## src/rtl/ps2_rx_fifo.sv

```systemverilog
// PS/2 device-to-host receiver: debounced lines, 11-bit frame decode with odd
// parity and idle timeout, feeding a small byte FIFO with error/overflow pulses.
module ps2_rx_fifo #(
    parameter int FIFO_DEPTH      = 8,
    parameter int DEBOUNCE_CYCLES = 20,
    parameter int TIMEOUT_CYCLES  = 100000
) (
    input  logic                          clock,
    input  logic                          reset,
    input  logic                          io_kclk,
    input  logic                          io_kdata,
    input  logic                          io_out_ready,
    output logic                          io_out_valid,
    output logic [7:0]                    io_out_bits,
    output logic [$clog2(FIFO_DEPTH):0]   io_count,
    output logic                          io_parity_err,
    output logic                          io_frame_err,
    output logic                          io_overflow
);
    localparam int AW = $clog2(FIFO_DEPTH);
    localparam int DW = $clog2(DEBOUNCE_CYCLES + 1);
    localparam int TW = $clog2(TIMEOUT_CYCLES + 1);
    localparam logic [DW-1:0] DB_MAX  = DW'(DEBOUNCE_CYCLES);
    localparam logic [TW-1:0] TO_LAST = TW'(TIMEOUT_CYCLES - 1);
    localparam logic [AW:0]   FULL    = (AW+1)'(FIFO_DEPTH);

    localparam logic [1:0] IDLE   = 2'd0;
    localparam logic [1:0] DATA   = 2'd1;
    localparam logic [1:0] PARITY = 2'd2;
    localparam logic [1:0] STOP   = 2'd3;

    function automatic logic [DW-1:0] sat_inc(input logic [DW-1:0] v);
        return (v == DB_MAX) ? v : v + DW'(1);
    endfunction

    // Stage p0/p1: raw lines and their previous-cycle copy; filtered lines.
    logic [1:0]    raw_p0;
    logic [1:0]    raw_p1;
    logic [1:0]    flt_p1;
    logic [DW-1:0] db_cnt [2];

    assign raw_p0 = {io_kdata, io_kclk};

    always_ff @(posedge clock) begin
        for (int i = 0; i < 2; i++) begin
            if (reset) begin
                raw_p1[i] <= 1'b1;
                flt_p1[i] <= 1'b1;
                db_cnt[i] <= '0;
            end else begin
                raw_p1[i] <= raw_p0[i];
                if (raw_p0[i] != raw_p1[i]) begin
                    db_cnt[i] <= '0;
                end else begin
                    db_cnt[i] <= sat_inc(db_cnt[i]);
                    if (sat_inc(db_cnt[i]) == DB_MAX)
                        flt_p1[i] <= raw_p0[i];
                end
            end
        end
    end

    // Stage p2: falling-edge detect on filtered kclk, frame FSM and timeout.
    logic          kclk_flt_p2;
    logic          kdata_flt;
    logic          fall;
    logic [1:0]    state;
    logic [2:0]    bit_cnt;
    logic [TW-1:0] idle_cnt;
    logic [7:0]    shreg;
    logic          par_bit;
    logic          frame_done;
    logic          stop_bad;
    logic          par_bad;
    logic          timeout;
    logic          push_req;
    logic          push_ok;
    logic          pop;

    assign kdata_flt  = flt_p1[1];
    assign fall       = kclk_flt_p2 & ~flt_p1[0];
    assign frame_done = fall && (state == STOP);
    assign stop_bad   = ~kdata_flt;
    assign par_bad    = ~^{shreg, par_bit};
    assign push_req   = frame_done & ~stop_bad & ~par_bad;
    assign timeout    = (state != IDLE) && !fall && (idle_cnt == TO_LAST);

    always_ff @(posedge clock) begin
        if (reset) begin
            kclk_flt_p2   <= 1'b1;
            state         <= IDLE;
            bit_cnt       <= '0;
            idle_cnt      <= '0;
            io_parity_err <= 1'b0;
            io_frame_err  <= 1'b0;
            io_overflow   <= 1'b0;
        end else begin
            kclk_flt_p2   <= flt_p1[0];
            io_parity_err <= frame_done & ~stop_bad & par_bad;
            io_frame_err  <= (frame_done & stop_bad) | timeout;
            io_overflow   <= push_req & ~push_ok;
            if ((state == IDLE) || fall || timeout)
                idle_cnt <= '0;
            else
                idle_cnt <= idle_cnt + TW'(1);
            if (timeout) begin
                state <= IDLE;
            end else if (fall) begin
                case (state)
                    IDLE: begin
                        if (!kdata_flt) begin
                            state   <= DATA;
                            bit_cnt <= '0;
                        end
                    end
                    DATA: begin
                        bit_cnt <= bit_cnt + 3'd1;
                        if (bit_cnt == 3'd7)
                            state <= PARITY;
                    end
                    PARITY:  state <= STOP;
                    default: state <= IDLE;
                endcase
            end
        end
    end

    always_ff @(posedge clock) begin
        if (fall && (state == DATA))
            shreg <= {kdata_flt, shreg[7:1]};
        if (fall && (state == PARITY))
            par_bit <= kdata_flt;
    end

    // Stage p3: receive FIFO; a pop in the same cycle frees the slot for a push.
    logic [7:0]    mem [FIFO_DEPTH];
    logic [AW-1:0] wptr;
    logic [AW-1:0] rptr;
    logic [AW:0]   count;

    assign pop          = (count != '0) & io_out_ready;
    assign push_ok      = push_req & ((count != FULL) | pop);
    assign io_out_valid = (count != '0);
    assign io_out_bits  = mem[rptr];
    assign io_count     = count;

    always_ff @(posedge clock) begin
        if (reset) begin
            wptr  <= '0;
            rptr  <= '0;
            count <= '0;
        end else begin
            if (push_ok)
                wptr <= wptr + AW'(1);
            if (pop)
                rptr <= rptr + AW'(1);
            case ({push_ok, pop})
                2'b10:   count <= count + (AW+1)'(1);
                2'b01:   count <= count - (AW+1)'(1);
                default: count <= count;
            endcase
        end
    end

    always_ff @(posedge clock) begin
        if (push_ok)
            mem[wptr] <= shreg;
    end
endmodule

```

## config.mk

```make
export PLATFORM = sky130hd
export DESIGN_NAME = ps2_rx_fifo
export DESIGN_NICKNAME = d
export VERILOG_FILES = /design/src/rtl/ps2_rx_fifo.sv
export SDC_FILE = /design/constraint.sdc
export NUM_CORES = 1
export LEC_CHECK = 0
export BUFFER_PORTS_ARGS = -buffer_cell sky130_fd_sc_hd__buf_2
export CORE_AREA = 2 2 108 110
export DETAILED_ROUTE_END_ITERATION = 10
export DIE_AREA = 0 0 110 112
export PLACE_DENSITY_LB_ADDON = 0.1
export SLEW_MARGIN = 20
export SYNTH_ARGS = -nofsm -noshare
export SYNTH_HDL_FRONTEND = slang
export SYNTH_SLANG_ARGS = --single-unit
```

## constraint.sdc

```tcl
create_clock -name clock -period 3.57 [get_ports clock]
set_clock_uncertainty 0.2 [all_clocks]
set_input_delay 0.357 -clock clock [delete_from_list [all_inputs] [get_ports clock]]
set_output_delay 0.357 -clock clock [all_outputs]
set_load 0.05 [all_outputs]
```

==> results_dict.tcl <==
set metrics [dict create \
    final_max_slew_viol_count 0 \
    synth_edf_count 83 \
    routed_wl_mm 9.52 \
    vias 3189 \
    io_pins 21 \
    grt_pass1_vias 3210 \
    dieArea_mm2 0.0123 \
    ctsRootBufferMaster "clkbuf_16" \
    htree_num_levels 4 \
    synth_warnings 0 \
    synth_area_mm2 0.00544 \
    fin_crit_sh 0.911 \
    final_core_util 0.577 \
    syn_inst 403 \
    fin_nets 476 \
    setup_viol 0 \
    max_stage_delay_ns 0.53 \
    clock_sinks 126 \
    grt_pass1_wl_mm 15.7 \
    instances_no_fill 611 \
    p_leak_nw 2.33 \
    status "finished, final reports clean" \
    slew_headroom 0.452 \
    hpwl_mm 6.24 \
    grt_start_max_net_pins 26 \
    die_x_um 110 \
    hold_viol 0 \
    drtIter0Drc 142 \
    syn_avg_cell_area_um2 13.5 \
    period_minus_slack_ns 3.25 \
    clkTransAtPathRegs_ns 0.06 \
    start_kind "register" \
    layout-drive-gt1-share 0.212 \
    tns_ns 0 \
    critPathMaxFanout 10 \
    max_freq_mhz 307 \
    crit_chain "xor2_1 > xnor3_2 > mux2i_4 > nand2_1 > inv_1 > ha_1 > a21o_1 > a21o_1 > nand2_1 > a2bb2oi_1 > mux2_2" \
    worstHoldPathType "in2reg" \
    fillers 900 \
    drt.antenna.violating_nets 0 \
    cpMaxStageDelayCell "edfxtp_1" \
    diodes 0 \
    worstSetupEndpointType "register" \
    overflow 0 \
    cts_setup_buffers 0 \
    clk_latency_ns 0.41 \
    via_per_inst 5.22 \
    routabilityCongestion 0.747 \
    start_util 0.487 \
    rows 39 \
    antenna_found_initial 0 \
    p_per_area_mw_per_mm2 562 \
    vdd_drop_max_mv 0.314 \
    drc 0 \
    grt_use_total 0.172 \
    ys.flop_type "edfxtp_1" \
    drt-pass1-iter-count 4 \
    cts.path.max_buffers 2 \
    cts_buffers 17 \
    crit_type "reg2reg" \
    worstPathRequired_ns 3.67 \
    core-area_mm2 0.0112 \
    cts_tree "yes" \
    area_growth_syn_to_layout_pct 18.4 \
    portBuffers 20 \
    cp.arrival_ns 3.35 \
    synthArstFlopShare 0 \
    die_h_um 112 \
    wl_per_cell_um 15.6 \
    maxCapViolations 0 \
    synth_seq_area_share 0.616 \
    dpl.cell_count 577 \
    tightest_slew_ns 0.821 \
    synth.distinct_cells 50 \
    rsz0062_at_grt "no" \
    synth-seq-cells 126 \
]
[worst paths after layout]
kind	startpoint	to	slack, ns	cells after the start
max	shreg[1]	io_count[3]	0.32	11
min	io_out_ready	io_overflow	0.1	4
max reg2reg	shreg[1]	io_count[3]	0.32	11
min reg2reg	bit_cnt[0]	bit_cnt[0]	0.27	2
[timing repair]
| action | 4_1_cts | 5_1_grt |
|---|---|---|
| gates resized for setup | 0 | 0 |
| hold buffers | 2 | 0 |
| endpoints found under the hold margin | 2 | 0 |
[cell families (layout without fill, tap and decap cells)]
kind of cell | after synthesis | after routing | synth area share
multiplexers | 36 | 36 | 0.109
XOR/XNOR | 30 | 30 | 0.0563
adder cells (fa/ha/maj) | 16 | 16 | 0.0382
flip-flops | 126 | 126 | 0.616
buffers and inverters | 26 | 82 | 0.0182
AO/OA/AOI/OAI | 29 | 29 | 0.0345
other | 1 | 10 | 0.000689
AND/OR/NAND/NOR | 139 | 139 | 0.127
[where the power goes]
part           internal, W  switching (W)
Sequential         0.00156      0.0000188
Clock              0.00117       0.000620
Combinational     0.000103       0.000152
[flip-flops by register name, indices dropped and copies added, names as in the netlist, named ones only]
name           count
db_cnt            10
rptr               3
kclk_flt_p2        1
par_bit            1
idle_cnt          17
flt_p1             2
raw_p1             2
io_frame_err       1
mem               64
io_overflow        1
state              2
shreg              8
io_count           4
bit_cnt            3
wptr               3
io_parity_err      1
[Yosys cell counts (all sizes together) (4+ instances only)]
library cell  count  area share
a21oi             9      0.0083
and2              4      0.0046
clkbuf            6      0.0041
dfxtp            43        0.16
edfxtp           83        0.46
ha               15       0.034
inv              17       0.012
mux2             12       0.025
mux2i             8       0.018
mux4             16       0.066
nand2            21       0.014
nand3            12       0.011
nand4             5      0.0057
nand4b            4      0.0064
nor2             54       0.037
nor2b             4      0.0046
nor3             12       0.011
o21ai             6      0.0055
or2               5      0.0057
xnor2            11       0.018
xor2             16       0.026
[per-layer routing]
metal | share of wire | GRT usage | vias up
li1 | - | - | 1570
met1 | 0.46 | 0.218 | 1565
met2 | 0.50 | 0.272 | 43
met3 | 0.031 | 0.0539 | 11
met4 | 0.013 | 0.0709 | 0
met5 | 0 | 0 | -
[layout make-up]
class                   instances  area (um^2)  area share
clock buffers                  18          429      0.0666
multi-input cells             260         2020       0.314
clock inverters                14          191      0.0297
flip-flops and latches        126         3350       0.520
well taps                     143          179      0.0278
repair buffers                 33          203      0.0315
inverters                      17         63.8     0.00990
[critical path, delay by kind of cell (launching register included)]
kind	cells	cell delay, ns
DFF	1	0.53
xor gates and xnor gates	2	0.72
and+or+nand+nor	2	0.19
AOI/OAI and AO/OA	3	0.52
adders and majority gates	1	0.23
buffers and inverters	1	0.10
muxes	2	0.65
[cell usage in the layout, fill, tap and decap left out, types with 12 or more instances in the layout]
| master | n |
|---|---|
| nand2_1 | 21 |
| clkbuf_16 | 17 |
| ha_1 | 15 |
| mux4_2 | 16 |
| xor2_1 | 16 |
| dfxtp_1 | 43 |
| nor3_1 | 12 |
| nor2_1 | 54 |
| edfxtp_1 | 83 |
| inv_1 | 17 |
| nand3_1 | 12 |
| buf_2 | 20 |
| mux2_2 | 12 |
[metrics by stage]
step / total power, W / hold WS (ns) / setup WS, ns / instance area [um^2]
global route: 0.00375 / 0.112 / 0.163 / 6440
detailed placement: 0.00186 / 0.265 / 0.345 / 5800
global placement: 0.00186 / 0.257 / 0.398 / 5800
floorplan: 0.00181 / 0.241 / 0.417 / 5480
finish: 0.00362 / 0.0994 / 0.316 / 6440
CTS: 0.00366 / 0.0811 / 0.323 / 6440
Power figures use the tool's default switching activity.
